===== src/rtl/fifo_flags_if.sv =====
// Push/pop bus of fifo_flags: write side, registered read side and occupancy/error flags.
// The master drives push/pop/data_in; the slave (the FIFO) drives everything else.
interface fifo_flags_if #(
    parameter int DATA_WIDTH = 6,
    parameter int ADDR_WIDTH = 3
);
    logic                  push;
    logic                  pop;
    logic [DATA_WIDTH-1:0] data_in;
    logic [DATA_WIDTH-1:0] data_out;
    logic                  valid_out;
    logic [1:0]            dest;
    logic                  full;
    logic                  empty;
    logic                  almost_full;
    logic                  almost_empty;
    logic [ADDR_WIDTH:0]   count;
    logic                  overflow;
    logic                  underflow;

    modport master (
        output push, pop, data_in,
        input  data_out, valid_out, dest, full, empty, almost_full, almost_empty,
               count, overflow, underflow
    );

    modport slave (
        input  push, pop, data_in,
        output data_out, valid_out, dest, full, empty, almost_full, almost_empty,
               count, overflow, underflow
    );
endinterface


===== src/rtl/fifo_flags.sv =====
// Synchronous FIFO with occupancy flags; FIFO_ERR_STICKY_EN makes overflow/underflow sticky.
// Latency: data_out/valid_out one cycle after an accepted pop; flags decode the registered count.
// Backpressure: push while full (no pop) is dropped and flagged; pop while empty is flagged.
module fifo_flags #(
    parameter int DATA_WIDTH = 6,
    parameter int ADDR_WIDTH = 3,
    parameter int AF_TH      = 6,
    parameter int AE_TH      = 1
) (
    input  logic         clk,
    input  logic         reset,
    fifo_flags_if.slave  bus
);
    localparam int DEPTH = 1 << ADDR_WIDTH;
    localparam logic [ADDR_WIDTH:0] FULL_CNT = (ADDR_WIDTH+1)'(DEPTH);
    localparam logic [ADDR_WIDTH:0] AF_CNT   = (ADDR_WIDTH+1)'(AF_TH);
    localparam logic [ADDR_WIDTH:0] AE_CNT   = (ADDR_WIDTH+1)'(AE_TH);

    logic [DATA_WIDTH-1:0] mem [DEPTH];
    logic [ADDR_WIDTH-1:0] wr_ptr;
    logic [ADDR_WIDTH-1:0] rd_ptr;
    logic [ADDR_WIDTH:0]   count_q;
    logic [DATA_WIDTH-1:0] dout_q;
    logic                  vld_q;
    logic                  ovf_q;
    logic                  udf_q;
    logic                  push_ok;
    logic                  pop_ok;
    logic                  ovf_evt;
    logic                  udf_evt;

    // A full FIFO still takes a push when the same cycle frees a slot.
    always_comb begin
        pop_ok  = bus.pop && (count_q != '0);
        push_ok = bus.push && ((count_q != FULL_CNT) || pop_ok);
        ovf_evt = bus.push && !push_ok;
        udf_evt = bus.pop && !pop_ok;
    end

    always_ff @(posedge clk) begin
        if (push_ok) begin
            mem[wr_ptr] <= bus.data_in;
        end
    end

    always_ff @(posedge clk or posedge reset) begin
        if (reset) begin
            wr_ptr  <= '0;
            rd_ptr  <= '0;
            count_q <= '0;
            dout_q  <= '0;
            vld_q   <= 1'b0;
            ovf_q   <= 1'b0;
            udf_q   <= 1'b0;
        end else begin
            if (push_ok) begin
                wr_ptr <= wr_ptr + ADDR_WIDTH'(1);
            end
            if (pop_ok) begin
                dout_q <= mem[rd_ptr];
                rd_ptr <= rd_ptr + ADDR_WIDTH'(1);
            end
            vld_q <= pop_ok;
            case ({push_ok, pop_ok})
                2'b10:   count_q <= count_q + (ADDR_WIDTH+1)'(1);
                2'b01:   count_q <= count_q - (ADDR_WIDTH+1)'(1);
                default: count_q <= count_q;
            endcase
`ifdef FIFO_ERR_STICKY_EN
            ovf_q <= ovf_q | ovf_evt;
            udf_q <= udf_q | udf_evt;
`else
            ovf_q <= ovf_evt;
            udf_q <= udf_evt;
`endif
        end
    end

    assign bus.data_out     = dout_q;
    assign bus.valid_out    = vld_q;
    assign bus.dest         = dout_q[DATA_WIDTH-1:DATA_WIDTH-2];
    assign bus.count        = count_q;
    assign bus.full         = (count_q == FULL_CNT);
    assign bus.empty        = (count_q == '0);
    assign bus.almost_full  = (count_q >= AF_CNT);
    assign bus.almost_empty = (count_q != '0) && (count_q <= AE_CNT);
    assign bus.overflow     = ovf_q;
    assign bus.underflow    = udf_q;
endmodule


===== src/flat_wrapper.sv =====
// flat-port wrapper written by rule: the top's interface ports become plain ports
module fifo_flags_flat 
#(
    parameter int DATA_WIDTH = 6,
    parameter int ADDR_WIDTH = 3,
    parameter int AF_TH      = 6,
    parameter int AE_TH      = 1
)
  (clk, reset, bus_push, bus_pop, bus_data_in, bus_data_out, bus_valid_out, bus_dest, bus_full, bus_empty, bus_almost_full, bus_almost_empty, bus_count, bus_overflow, bus_underflow);
  fifo_flags_if #(.DATA_WIDTH(DATA_WIDTH), .ADDR_WIDTH(ADDR_WIDTH)) bus_i ();
  input  logic clk;
  input  logic reset;
  input wire logic [$bits(bus_i.push)-1:0] bus_push;
  input wire logic [$bits(bus_i.pop)-1:0] bus_pop;
  input wire logic [$bits(bus_i.data_in)-1:0] bus_data_in;
  output wire logic [$bits(bus_i.data_out)-1:0] bus_data_out;
  output wire logic [$bits(bus_i.valid_out)-1:0] bus_valid_out;
  output wire logic [$bits(bus_i.dest)-1:0] bus_dest;
  output wire logic [$bits(bus_i.full)-1:0] bus_full;
  output wire logic [$bits(bus_i.empty)-1:0] bus_empty;
  output wire logic [$bits(bus_i.almost_full)-1:0] bus_almost_full;
  output wire logic [$bits(bus_i.almost_empty)-1:0] bus_almost_empty;
  output wire logic [$bits(bus_i.count)-1:0] bus_count;
  output wire logic [$bits(bus_i.overflow)-1:0] bus_overflow;
  output wire logic [$bits(bus_i.underflow)-1:0] bus_underflow;
  assign bus_i.push = bus_push;
  assign bus_i.pop = bus_pop;
  assign bus_i.data_in = bus_data_in;
  assign bus_data_out = bus_i.data_out;
  assign bus_valid_out = bus_i.valid_out;
  assign bus_dest = bus_i.dest;
  assign bus_full = bus_i.full;
  assign bus_empty = bus_i.empty;
  assign bus_almost_full = bus_i.almost_full;
  assign bus_almost_empty = bus_i.almost_empty;
  assign bus_count = bus_i.count;
  assign bus_overflow = bus_i.overflow;
  assign bus_underflow = bus_i.underflow;
  fifo_flags #(.DATA_WIDTH(DATA_WIDTH), .ADDR_WIDTH(ADDR_WIDTH), .AF_TH(AF_TH), .AE_TH(AE_TH)) u_core (.clk(clk), .reset(reset), .bus(bus_i));
endmodule

===== config.mk =====
export PLATFORM = sky130hd
export DESIGN_NAME = fifo_flags_flat
export DESIGN_NICKNAME = d
export VERILOG_FILES = /design/src/rtl/fifo_flags_if.sv /design/src/rtl/fifo_flags.sv /design/src/flat_wrapper.sv
export SDC_FILE = /design/constraint.sdc
export NUM_CORES = 1
export LEC_CHECK = 0
export BUFFER_PORTS_ARGS = -buffer_cell sky130_fd_sc_hd__clkbuf_2
export CAP_MARGIN = 20
export CORE_ASPECT_RATIO = 0.75
export CORE_MARGIN = 2
export CORE_UTILIZATION = 52
export DETAILED_ROUTE_END_ITERATION = 10
export GPL_ROUTABILITY_DRIVEN = 0
export MAX_ROUTING_LAYER = met4
export PLACE_DENSITY_LB_ADDON = 0.2
export SETUP_SLACK_MARGIN = 0.4
export SLEW_MARGIN = 20
export SYNTH_ARGS = -nofsm -noshare
export SYNTH_HDL_FRONTEND = slang
export SYNTH_SLANG_ARGS = --single-unit

===== constraint.sdc =====
create_clock -name clk -period 2 [get_ports clk]
set_input_delay 0.1 -clock clk [delete_from_list [all_inputs] [get_ports clk]]
set_output_delay 0.1 -clock clk [all_outputs]
set_load 0.02 [all_outputs]

==> reports/qor.txt <==
Synth cell types: 34
Achievable Freq: 568 MHz
Main synth FF type: edfxtp_1
R2R depth: 4
Crit path max fanout: 3
CP Cell Sequence: or3_1 -> or3_4 -> a2111oi_4 -> xor2_1
First-pass GRT wire length: 8690 µm
CP endpoint kind: flip-flop
R2r endpoint: u_core.bus.count[3]
Critical path class: reg -> reg
Core Rows: 23
Cells on Worst Hold Path: 1
WP data arrival: 2.02 ns
Slew Limit Fails: 0
Mapped Cells: 201
Area Growth Syn to Fin: 26.1%
Reg2reg start: u_core.bus.count[0]
All-layer global routing usage: 0.210
Cts bufs inserted: 9
Crit path required time: 2.26 ns
Initial Util: 0.536
WHS Endpoint: u_core.mem[5][0]
Die H: 68.0 µm
Max Cap Viol: 0
Root buffer cell: clkbuf_8
Final Hold Viols: 0
Final nets: 261
DIE WIDTH: 89.3 µm
Drt wl/cell: 16.7 µm
Residual DRC: 0
Slowest stage delay, CP: 0.43 ns
Hold_sp: bus_data_in[0]
Synth Net Count: 217
Critical Path Start: u_core.bus.count[0]
RSZ-0062 raised after global routing: yes
Outcome: finished clean
Clock Tree Buf Depth: 2
Synth Register Bits: 67
Asr flop ratio synth: 0.284
Hold Slack: 0.0380 ns
Leak: 0.00143 µW
Setup_tns: 0 ns
Tcrit/Tclk final: 0.880
Antenna violations before repair: 0
Post-DP HPWL: 3620 µm
CTS tree: yes
Rel. slew slack: 0.513
Setup violators final: 0
Post-Syn Area: 2840 µm²
Slowest CP cell: dfrtp_2
Startpoint types: flip-flop
Vias in the first global route: 1,673
VDD IR-drop max: 817 µV
Syn_area_per_cell: 14.1 µm²
PwrDens: 1530 nW/µm²
Setup Skew: 0.00592 ns
Congestion Overflow GR: 0
Total I/O pin count: 29
Initial DRC count: 123
Layout cells sized above 1: 0.332
# clock sinks: 67
Antenna fix cells: 0
Synth Warn #: 0
Largest net degree at the start of global routing: 27
Core Box Area: 5300 µm²
Via density: 5.37
Worst-Margin Slew: 0.730 ns
Number of flops mapped to enable cells by yosys: 48
Drt total wl: 5420 µm
Via Count: 1,746
Drt pass-1 iters: 4
Sequential share of the synthesized area: 0.676
Port Buf Inserts: 28
Clk Latency, worst-skew pair: 0.33 ns
Min Tclk post-route: 1.76 ns
R2r setup slk: 0.24 ns
Die area: 6070 µm²
Clock slew at reported path FFs: 0.07 ns
Post-route ant nets: 0
H-tree Lvls: 3
Hold Crit Class: in -> reg
## cell families (layout without fill, tap and decap cells)
group | Yosys count | after routing | share of synthesized area
simple gates | 59 | 59 | 0.101
flops | 67 | 67 | 0.676
xor+xnor | 8 | 8 | 0.0247
compound gates | 19 | 19 | 0.0494
fa+ha+maj | 6 | 6 | 0.0265
mux | 27 | 27 | 0.0957
buf+inv | 15 | 64 | 0.0265
## worst max-delay path by stage
stage	cells past startpoint	slack [ns]	endpoint
floorplan	5	0.19	u_core.bus.count[3]
global placement	6	0.18	u_core.mem[0][2]
detailed placement	6	0.1	u_core.mem[0][2]
CTS	4	0.25	u_core.bus.count[3]
global route	4	0.17	u_core.bus.count[3]
finish	4	0.24	u_core.bus.count[3]
## report_power, final
group	switching (µW)	internal [µW]	leakage (µW)
Sequential	237	1830	0.000662
Combinational	1200	907	0.000652
Clock	490	825	0.000117
Total	1930	3560	0.00143
## critical path: cells and delay by family, from the launching register on
family	cells	cell delay (ns)
AND/OR/NAND/NOR	2	0.77
flip-flops	1	0.43
AO/OA/AOI/OAI	1	0.32
XOR/XNOR	1	0.17
## cells in the final DEF (no fill, tap or decap), drive strengths merged, types with 2 or more instances in the layout
cell / instances
clkbuf: 33
inv: 7
o21ai: 3
dfrtp: 19
a22oi: 12
xor2: 3
and2: 2
nor2: 11
edfxtp: 48
nor2b: 2
nand3: 6
nand2: 20
mux2i: 26
or3: 2
nor3b: 2
clkinv: 2
buf: 17
bufinv: 3
nand2b: 6
xnor2: 5
nor3: 3
ha: 6
nand3b: 2
## cell usage after synthesis, types with 3 or more instances
master    count  area [µm²]
buf_2         3        15.0
nor3_1        3        15.0
nand3_1       6        30.0
dfrtp_1      19         475
xnor2_1       5        43.8
a22oi_1      12        90.1
nor2_1       11        41.3
ha_1          6        75.1
edfxtp_1     48        1440
nand2b_1      6        37.5
nand2_1      20        75.1
inv_1         5        18.8
xor2_1        3        26.3
mux2i_1      26         260
## through the flow
| step | instance area (µm²) | worst slack, ns | util | total power [µW] | cells |
|---|---|---|---|---|---|
| floorplan | 2950 | 0.192 | - | 3470 | 201 |
| global placement | 3170 | 0.184 | 0.598 | 3920 | 298 |
| detailed placement | 3170 | 0.0962 | 0.598 | 3960 | 298 |
| CTS | 3500 | 0.246 | 0.662 | 5380 | 320 |
| global route | 3580 | 0.170 | 0.675 | 5840 | 325 |
| finish | 3580 | 0.240 | 0.675 | 5490 | 325 |
## registers in the layout, summed over array words and instances (netlist names)
signal / count
u_core.mem: 48
u_core.bus.underflow: 1
u_core.bus.overflow: 1
u_core.bus.data_out: 6
u_core.bus.valid_out: 1
u_core.wr_ptr: 3
u_core.rd_ptr: 3
u_core.bus.count: 4
## cell type report
class,count,area (µm²)
Sequential cell,67,1920
Fill cell,390,1720
Multi-Input combinational cell,119,1010
Timing Repair Buffer,42,285
Clock buffer,9,124
Clock inverter,7,115
Tap cell,75,93.8
Inverter,6,22.5
## layer usage
layer | routed length (µm) | vias to the layer above | global-route usage
li1 | - | 828 | -
met1 | 2530 | 854 | 0.292
met2 | 2540 | 57 | 0.292
met3 | 315 | 7 | 0.0748
met4 | 29 | 0 | 0.0653
met5 | 0 | - | -
## repair_timing
item                       in CTS  in global routing
hold endpoints to repair       19                  0
gates resized for setup         5                 14
setup endpoints to repair      53                 57
buffers inserted                5                  5
hold buffers                    1                  0
pin swaps                       6                  5
Note: power is estimated with default switching activity, not from simulation.
